`config.mk`:
```
export PLATFORM = sky130hd
export DESIGN_NAME = ibex_multdiv_arbiter_flat
export DESIGN_NICKNAME = d
export VERILOG_FILES = /design/src/rtl/ibex_multdiv_arbiter_pkg.sv /design/src/rtl/ibex_multdiv_arbiter_if.sv /design/src/rtl/ibex_rr_arb2.sv /design/src/rtl/ibex_multdiv_arbiter.sv /design/src/flat_wrapper.sv
export SDC_FILE = /design/constraint.sdc
export NUM_CORES = 1
export LEC_CHECK = 0
export CORE_AREA = 2 2 117 119
export CTS_CLUSTER_SIZE = 10
export DETAILED_ROUTE_END_ITERATION = 6
export DIE_AREA = 0 0 119 121
export GPL_TIMING_DRIVEN = 1
export PLACE_DENSITY = 0.81
export SETUP_SLACK_MARGIN = 0.05
export SLEW_MARGIN = 25
export SYNTH_ARGS = -nofsm -noshare
export SYNTH_HDL_FRONTEND = slang
export SYNTH_SLANG_ARGS = --single-unit
```
`constraint.sdc`:
```
create_clock -name clk -period 2.3 [get_ports clk]
set_input_delay 0.69 -clock clk [delete_from_list [all_inputs] [get_ports clk]]
set_output_delay 0.69 -clock clk [all_outputs]
set_load 0.03 [all_outputs]
```
`src/rtl/ibex_multdiv_arbiter_pkg.sv`:
```
// Shared types for the two-port multiply/divide arbiter: operator encoding,
// arbiter FSM state and the port count.
package ibex_multdiv_arbiter_pkg;

    localparam int unsigned NUM_PORTS = 2;

    typedef enum logic [1:0] {
        MD_OP_MULL = 2'd0,
        MD_OP_MULH = 2'd1,
        MD_OP_DIV  = 2'd2,
        MD_OP_REM  = 2'd3
    } md_op_e;

    typedef enum logic [1:0] {
        ARB_IDLE = 2'd0,
        ARB_BUSY = 2'd1,
        ARB_RESP = 2'd2
    } arb_state_e;

    function automatic logic md_is_mult(md_op_e op);
        return (op == MD_OP_MULL) || (op == MD_OP_MULH);
    endfunction

endpackage

```
`src/rtl/ibex_multdiv_arbiter_if.sv`:
```
// Requester-side bundle of the multdiv arbiter: per-port request, response
// and flush signals. Names are from the arbiter's point of view.
interface ibex_multdiv_arbiter_if;
    import ibex_multdiv_arbiter_pkg::*;

    logic [NUM_PORTS-1:0] req_valid_i;
    logic [NUM_PORTS-1:0] req_ready_o;
    md_op_e               req_op_i     [NUM_PORTS];
    logic [1:0]           req_signed_i [NUM_PORTS];
    logic [31:0]          req_a_i      [NUM_PORTS];
    logic [31:0]          req_b_i      [NUM_PORTS];
    logic [NUM_PORTS-1:0] rsp_valid_o;
    logic [NUM_PORTS-1:0] rsp_ready_i;
    logic [31:0]          rsp_result_o;
    logic [NUM_PORTS-1:0] flush_i;

    modport slave (
        input  req_valid_i, req_op_i, req_signed_i, req_a_i, req_b_i,
        input  rsp_ready_i, flush_i,
        output req_ready_o, rsp_valid_o, rsp_result_o
    );

    modport master (
        output req_valid_i, req_op_i, req_signed_i, req_a_i, req_b_i,
        output rsp_ready_i, flush_i,
        input  req_ready_o, rsp_valid_o, rsp_result_o
    );

endinterface

```
`src/rtl/ibex_rr_arb2.sv`:
```
// Two-way arbiter: round-robin on contention, or port 0 always first when
// FIXED_PRIO is set. History only advances when a grant is issued.
module ibex_rr_arb2 #(
    parameter bit FIXED_PRIO = 1'b0
) (
    input  logic       clk,
    input  logic       rst_n,
    input  logic [1:0] req,
    input  logic       gnt_en,
    output logic [1:0] gnt,
    output logic       gnt_idx
);

    logic last_q;

    // On contention the port not granted last wins; a lone requester always wins.
    always_comb begin
        gnt_idx = 1'b0;
        if (req == 2'b11) begin
            gnt_idx = FIXED_PRIO ? 1'b0 : ~last_q;
        end else begin
            gnt_idx = req[1];
        end
        gnt = 2'b00;
        if (gnt_en && (req != 2'b00)) begin
            gnt = gnt_idx ? 2'b10 : 2'b01;
        end
    end

    // Reset to port 1 so that port 0 wins the first contested grant.
    always_ff @(posedge clk or negedge rst_n) begin
        if (!rst_n) begin
            last_q <= 1'b1;
        end else if (gnt != 2'b00) begin
            last_q <= gnt_idx;
        end
    end

endmodule

```
`src/rtl/ibex_multdiv_arbiter.sv`:
```
// Shares one multiply/divide unit between two requesters; one operation is
// in flight at a time and its result is returned to the owning port only.
module ibex_multdiv_arbiter
    import ibex_multdiv_arbiter_pkg::*;
#(
    parameter bit FIXED_PRIO = 1'b0
) (
    input  logic                   clk,
    input  logic                   rst_n,
    ibex_multdiv_arbiter_if.slave  bus,
    output logic                   md_mult_en_o,
    output logic                   md_div_en_o,
    output md_op_e                 md_operator_o,
    output logic [1:0]             md_signed_mode_o,
    output logic [31:0]            md_op_a_o,
    output logic [31:0]            md_op_b_o,
    input  logic [31:0]            md_result_i,
    input  logic                   md_ready_i,
    output logic                   busy_o
);

    arb_state_e  state_q, state_d;
    logic [1:0]  gnt;
    logic        gnt_idx;
    logic        owner_q;
    logic        discard_q;
    logic        owner_flush;
    md_op_e      op_q;
    logic [1:0]  signed_q;
    logic [31:0] a_q, b_q, result_q;

    ibex_rr_arb2 #(
        .FIXED_PRIO (FIXED_PRIO)
    ) u_rr_arb2 (
        .clk     (clk),
        .rst_n   (rst_n),
        .req     (bus.req_valid_i),
        .gnt_en  (state_q == ARB_IDLE),
        .gnt     (gnt),
        .gnt_idx (gnt_idx)
    );

    assign owner_flush = bus.flush_i[owner_q];

    always_ff @(posedge clk or negedge rst_n) begin
        if (!rst_n) begin
            state_q <= ARB_IDLE;
        end else begin
            state_q <= state_d;
        end
    end

    // A flush seen alongside md_ready_i drops the result just like an earlier one.
    always_comb begin
        state_d = state_q;
        case (state_q)
            ARB_IDLE: if (gnt != 2'b00) state_d = ARB_BUSY;
            ARB_BUSY: if (md_ready_i) state_d = (discard_q || owner_flush) ? ARB_IDLE : ARB_RESP;
            ARB_RESP: if (owner_flush || bus.rsp_ready_i[owner_q]) state_d = ARB_IDLE;
            default:  state_d = ARB_IDLE;
        endcase
    end

    // Operands are captured at grant so the unit sees stable inputs throughout BUSY.
    always_ff @(posedge clk or negedge rst_n) begin
        if (!rst_n) begin
            owner_q   <= 1'b0;
            discard_q <= 1'b0;
            op_q      <= MD_OP_MULL;
            signed_q  <= 2'b00;
            a_q       <= 32'd0;
            b_q       <= 32'd0;
            result_q  <= 32'd0;
        end else if (gnt != 2'b00) begin
            owner_q   <= gnt_idx;
            discard_q <= 1'b0;
            op_q      <= bus.req_op_i[gnt_idx];
            signed_q  <= bus.req_signed_i[gnt_idx];
            a_q       <= bus.req_a_i[gnt_idx];
            b_q       <= bus.req_b_i[gnt_idx];
        end else if (state_q == ARB_BUSY) begin
            if (owner_flush) begin
                discard_q <= 1'b1;
            end
            if (md_ready_i) begin
                result_q <= md_result_i;
            end
        end
    end

    // Enables stay up for all of BUSY, even when discarding, since the unit stalls without them.
    always_comb begin
        bus.req_ready_o  = gnt;
        bus.rsp_valid_o  = '0;
        bus.rsp_result_o = 32'd0;
        md_mult_en_o     = 1'b0;
        md_div_en_o      = 1'b0;
        md_operator_o    = MD_OP_MULL;
        md_signed_mode_o = 2'b00;
        md_op_a_o        = 32'd0;
        md_op_b_o        = 32'd0;
        busy_o           = (state_q != ARB_IDLE);
        case (state_q)
            ARB_BUSY: begin
                md_mult_en_o     = md_is_mult(op_q);
                md_div_en_o      = !md_is_mult(op_q);
                md_operator_o    = op_q;
                md_signed_mode_o = signed_q;
                md_op_a_o        = a_q;
                md_op_b_o        = b_q;
            end
            ARB_RESP: begin
                bus.rsp_valid_o[owner_q] = 1'b1;
                bus.rsp_result_o         = result_q;
            end
            default: ;
        endcase
    end

endmodule

```
`src/flat_wrapper.sv`:
```
// flat-port wrapper written by rule: the top's interface ports become plain ports
module ibex_multdiv_arbiter_flat import ibex_multdiv_arbiter_pkg::*;
#(
    parameter bit FIXED_PRIO = 1'b0
)
  (clk, rst_n, md_mult_en_o, md_div_en_o, md_operator_o, md_signed_mode_o, md_op_a_o, md_op_b_o, md_result_i, md_ready_i, busy_o, bus_req_valid_i, bus_req_op_i, bus_req_signed_i, bus_req_a_i, bus_req_b_i, bus_rsp_ready_i, bus_flush_i, bus_req_ready_o, bus_rsp_valid_o, bus_rsp_result_o);
  ibex_multdiv_arbiter_if bus_i ();
  input  logic clk;
  input  logic rst_n;
  output logic md_mult_en_o;
  output logic md_div_en_o;
  output md_op_e md_operator_o;
  output logic [1:0] md_signed_mode_o;
  output logic [31:0] md_op_a_o;
  output logic [31:0] md_op_b_o;
  input  logic [31:0] md_result_i;
  input  logic md_ready_i;
  output logic busy_o;
  input wire logic [$bits(bus_i.req_valid_i)-1:0] bus_req_valid_i;
  input wire logic [$bits(bus_i.req_op_i)-1:0] bus_req_op_i;
  input wire logic [$bits(bus_i.req_signed_i)-1:0] bus_req_signed_i;
  input wire logic [$bits(bus_i.req_a_i)-1:0] bus_req_a_i;
  input wire logic [$bits(bus_i.req_b_i)-1:0] bus_req_b_i;
  input wire logic [$bits(bus_i.rsp_ready_i)-1:0] bus_rsp_ready_i;
  input wire logic [$bits(bus_i.flush_i)-1:0] bus_flush_i;
  output wire logic [$bits(bus_i.req_ready_o)-1:0] bus_req_ready_o;
  output wire logic [$bits(bus_i.rsp_valid_o)-1:0] bus_rsp_valid_o;
  output wire logic [$bits(bus_i.rsp_result_o)-1:0] bus_rsp_result_o;
  assign bus_i.req_valid_i = bus_req_valid_i;
  assign bus_i.req_op_i = {>>{bus_req_op_i}};
  assign bus_i.req_signed_i = {>>{bus_req_signed_i}};
  assign bus_i.req_a_i = {>>{bus_req_a_i}};
  assign bus_i.req_b_i = {>>{bus_req_b_i}};
  assign bus_i.rsp_ready_i = bus_rsp_ready_i;
  assign bus_i.flush_i = bus_flush_i;
  assign bus_req_ready_o = bus_i.req_ready_o;
  assign bus_rsp_valid_o = bus_i.rsp_valid_o;
  assign bus_rsp_result_o = bus_i.rsp_result_o;
  ibex_multdiv_arbiter #(.FIXED_PRIO(FIXED_PRIO)) u_core (.clk(clk), .rst_n(rst_n), .bus(bus_i), .md_mult_en_o(md_mult_en_o), .md_div_en_o(md_div_en_o), .md_operator_o(md_operator_o), .md_signed_mode_o(md_signed_mode_o), .md_op_a_o(md_op_a_o), .md_op_b_o(md_op_b_o), .md_result_i(md_result_i), .md_ready_i(md_ready_i), .busy_o(busy_o));
endmodule
```
# Yosys cells after proc, flatten, opt, wreduce, memory -nomap -nowiden
# Index checks and enable logic that the tools add are counted.
# totals
output_inout_bits	107
input_bits	177
reg_bits	105
# op_classes
n_bitwise	3
eq_ne	7
n_mux	37
reduce_logical	16
magnitude_cmp	3
# op_table
operator	n
32-bit two-way mux	9
2-bit two-way mux	15
1-bit two-way mux	11
2-bit nonzero test	5
2-bit one-hot mux with 3 select lines	1
3-bit AND reduction	2
2-bit by 1-bit == test with 1-bit output (second input constant)	2
2-bit == test (second input constant)	2
2-bit logical NOT	2
2-bit by 1-bit != test with 1-bit output (second input constant)	2
1-bit logical OR	3
2-bit >= comparator (second input constant)	1
1-bit logical AND	2
1-bit by 2-bit less-than comparator with 1-bit output (second input constant)	1
2-bit != test (second input constant)	1
1-bit inverter	2
1-bit inverter with 2-bit output	1
2-bit AND reduction	1
1-bit demux with 1-bit select	1
1-bit >= comparator (second input constant)	1
1-bit logical NOT	1

# Longest topological paths before layout
# depth
word_depth	7
mapped_depth	6
mapped_depth_nobuf	3

# Hierarchy
# Synthesis repeated with hierarchy kept, for this count alone.
# hier_totals
cells_unflattened	508
hier_area_um2	5412.7
# modules_own_cells
module	area_each_um2	seq_area_each_um2	cells_per_inst	instances
ibex_multdiv_arbiter	5346.4	2602.5	501	1
ibex_rr_arb2	66.3	26.3	7	1

# Least setup slack after synthesis
# OpenSTA, ideal clock, no wires.
# synth_path
path_kind	input to output
start	input bus_req_valid_i[1]
end	output bus_req_ready_o[1]
path_stages	4
setup_slack_ns	-0.091
required_time_ns	1.610
arrival_ns	1.701
path_cell_list	a21boi_2 clkbuf_1 clkbuf_1 and2_1
# synth_via
elab_chain_len	4
word_cells_on_any_way	6
classes_between	eq/ne (1); mux (3); reduce/logical (2)
# synth_rtl
element	line	source
from (decl)	flat_wrapper.sv:19	input wire logic [$bits(bus_i.req_valid_i)-1:0] bus_req_valid_i;
2-bit == test	ibex_rr_arb2.sv:19	if (req == 2'b11) begin
1-bit two-way mux	ibex_rr_arb2.sv:19	
2-bit two-way mux	ibex_rr_arb2.sv:26	gnt = gnt_idx ? 2'b10 : 2'b01;
2-bit two-way mux *	ibex_rr_arb2.sv:25	if (gnt_en && (req != 2'b00)) begin
to (decl)	flat_wrapper.sv:26	output wire logic [$bits(bus_i.req_ready_o)-1:0] bus_req_ready_o;
# Mark *: on every way between the ends. The rest lies on a longest branch, timed or not.

# Worst setup path after layout
# layout_path
start	register u_core.state_q[0]
end	output md_op_a_o[13]
# layout_via
elab_chain_len	2
# layout_rtl
element	line	source
from (decl)	ibex_multdiv_arbiter.sv:22	arb_state_e state_q, state_d;
from (signal assigned)	ibex_multdiv_arbiter.sv:49	state_q <= state_d;
2-bit by 1-bit == test with 1-bit output	ibex_multdiv_arbiter.sv:103	case (state_q)
32-bit two-way mux	ibex_multdiv_arbiter.sv:103	
to (decl)	flat_wrapper.sv:14	output logic [31:0] md_op_a_o;
# Every way passes these cells.

==> impl_metrics.csv <==
group,metric,value,unit
power_and_ir_drop,clkPwrFrac,13.7,%
placed_design,place.gp.congestion,0.778,
detailed_routing,wirelength,16.9,mm
critical_path,worstSetupEndpointType,"output pin",
clocking,clk_latency,350,ps
cells_and_area,nNetsFinal,888,
timing,tightest_slew,599,ps
die,start_util,38.7,%
worst_hold_path,min_path_type,"primary input to async pin",
yosys,syn-instance-count,438,
critical_path,path_buf_inv,3,
critical_path,reg2reg_from,"u_core.state_q[0]",
timing,period_needed,2260,ps
cells_and_area,area_growth,71.8,%
die,die_w,119,um
cells_and_area,diodes,0,
die,die_y,121,um
yosys,yosysMostFrequentCell,"dfrtp_1",
detailed_routing,routed_via_density,5.27,
power_and_ir_drop,combPwrFrac,57.4,%
timing,finalHoldViolations,0,
critical_path,startpoint_type,"register",
power_and_ir_drop,p_leak,4.11,nW
critical_path,cp_top_family,"buffers and inverters",
timing,holdWs,417,ps
timing,fmax,442,MHz
grt,grt_pass1_vias,4705,
power_and_ir_drop,sequentialPowerShare,28.9,%
placed_design,io_buffer_count,283,
yosys,syn_nets,615,
grt,grt_pass1_wl,24.1,mm
power_and_ir_drop,switching_share,38.8,%
power_and_ir_drop,power.density,1320,mW/mm^2
critical_path,crit_cells,5,
detailed_routing,vias,4698,
job,max_cap_viol_count,0,
die,die_area,0.0144,mm^2
timing,maxSlewViolCount,0,
power_and_ir_drop,peakVddDrop,669,uV
yosys,ys_warn_count,0,
timing,finalSetupViolations,0,
yosys,seq_area_frac_synth,51.9,%
die,io_pins,284,
yosys,synth_ff_type,"dfrtp_1",
run_status,outcome,"finished, final reports clean",
grt,grt_overflow,0,
critical_path,crit_chain,"nor2b_4 -> buf_12 -> clkbuf_16 -> and2_1 -> buf_6",
yosys,synthTopCellsByCount,"dfrtp_1 (104), and2_1 (103), and3_1 (69)",
placed_design,placedCellCount,869,
placed_design,hpwl,11.1,mm
critical_path,reg2regPathDepth,4,
yosys,netlist_area,0.00506,mm^2
clocking,cts-root-buf,"clkbuf_16",
detailed_routing,drtIter0Drc,247,
critical_path,crit_type,"register to output pin",
cells_and_area,layout.cells.non_filler,892,
timing,rsz0062_at_grt,"yes",
yosys,synth_top_cell_by_area,"dfrtp_1",
critical_path,cpPeakStageDelay,450,ps
die,coreArea,0.0131,mm^2
clocking,clockBufferDepth,2,
critical_path,crit_slowest_cell,"dfrtp_2",
power_and_ir_drop,internal_power,7.05,mW
die,rows,42,
critical_path,r2r_slack,670,ps
yosys,synth_edf_count,0,
clocking,h-tree-depth,3,
yosys,yosysTopAreaCellShare,51.4,%
grt,grt_use_total,21.5,%
critical_path,startpoint,"u_core.state_q[0]",
clocking,cts_tree,"done",
detailed_routing,drc,0,
grt,grt_max_degree,106,
cells_and_area,post_route_cells_drive_above_1_share,32.1,%
critical_path,cp_max_fo,10,
detailed_routing,detail-route-antenna-nets,0,
power_and_ir_drop,power,11.5,mW
detailed_routing,post_drt_wl_per_cell,19.0,um
yosys,synth-seq-cells,105,
timing,finalCritPeriodShare,98.3,%
clocking,cts.hold.buffers_added,0,
clocking,cts_buffers,9,
yosys,synth-async-reset-ratio,100,%
yosys,synthTopCellsByArea,"dfrtp_1 (51%), a221o_1 (13%), and2_1 (13%), and3_1 (8.5%), mux2_2 (7.1%)",
critical_path,cp.required,1610,ps
critical_path,arrival,1570,ps
detailed_routing,dr.pass1.iters,4,
yosys,ys_types,22,
grt,antenna_found_initial,0,
clocking,clk_pin_slew,70,ps
yosys,syn-mean-instance-area,11.6,um^2
power_and_ir_drop,p_sw,4.46,mW
timing,finClkSkew,7.89,ps
timing,slew_headroom,60.1,%
clocking,cts_sinks,105,
## final timing paths
| kind | endpoint |
|---|---|
| min reg2reg | u_core.result_q[20] |
| max reg2reg | u_core.b_q[26] |
| max in group asynchronous | u_core.state_q[0] |
| max | md_op_a_o[13] |
| min | u_core.b_q[3] |
| min in group clk | u_core.result_q[20] |
## stage by stage
step / cell area (um^2) / util (%) / setup slack (ps) / setup TNS, ps
after global placement: 7920 / 60.5 / -125 / -4140
after global routing: 8700 / 66.5 / -23.5 / -110
after detailed placement: 7920 / 60.5 / -143 / -7810
after floorplan: 5070 / - / 86.1 / 0
after CTS: 8240 / 63.0 / 37.6 / 0
final: 8700 / 66.5 / 39.8 / 0
## power groups by stage
stage / sequential [mW] / combinational [mW] / clock, mW
after floorplan: 3.09 / 3.58 / 0
after global placement: 3.24 / 5.49 / 0
after detailed placement: 3.26 / 5.63 / 0
after CTS: 3.27 / 5.64 / 1.60
after global routing: 3.42 / 6.96 / 1.70
final: 3.32 / 6.61 / 1.57
## state kept, by name (all words and copies together), names as in the netlist
| name | cells |
|---|---|
| u_core.a_q | 32 |
| u_core.b_q | 32 |
| u_core.discard_q | 1 |
| u_core.op_q | 2 |
| u_core.owner_q | 1 |
| u_core.result_q | 32 |
| u_core.signed_q | 2 |
| u_core.state_q | 2 |
| u_core.u_rr_arb2.last_q | 1 |
## per-layer routing
layer	global-route usage, %	part of all wire (%)	vias to the layer above
li1	-	-	2151
met1	25.5	40	2283
met2	37.4	50	231
met3	5.31	7.0	33
met4	8.93	2.8	0
met5	0	0	-
## kinds of logic (layout without fill, tap and decap cells)
kind of cell | count (synthesis) | count (layout) | synth area share, %
AOI/OAI and AO/OA | 75 | 75 | 14.5
buffers and inverters | 43 | 321 | 3.71
DFF | 105 | 105 | 51.9
muxes | 34 | 34 | 7.51
and+or+nand+nor | 181 | 181 | 22.3
## cell usage in the layout (no fill, tap or decap), types with 2 or more instances in the layout
master / netlist / routed
clkdlybuf4s50_1: 0 / 173
dfrtp_1: 104 / 102
and3_1: 69 / 68
a221o_1: 68 / 68
buf_6: 2 / 62
and2_1: 103 / 57
buf_4: 0 / 51
and2_4: 0 / 46
mux2_2: 32 / 32
clkbuf_16: 0 / 12
buf_12: 0 / 11
dlygate4sd2_1: 0 / 3
nor2b_1: 4 / 2
nand2b_1: 2 / 2
a21o_1: 2 / 2
mux2i_1: 2 / 2
clkbuf_8: 0 / 2
dfrtp_2: 0 / 2
## area by class of cell
class | instances | area (um^2)
Sequential cell | 105 | 2630
Clock buffer | 12 | 256
Clock inverter | 4 | 51.3
Timing Repair Buffer | 304 | 3140
Tap cell | 176 | 220
Multi-Input combinational cell | 290 | 2400
Fill cell | 973 | 4390
Inverter | 1 | 3.75
## what timing repair did
action                                  4_1_cts  5_1_grt
endpoints found under the setup margin       74       88
pin swaps                                     0       25
resized for setup                            11      106
gates cloned                                  0        5
setup buffers                                 0        2
Power figures use the tool's default switching activity.
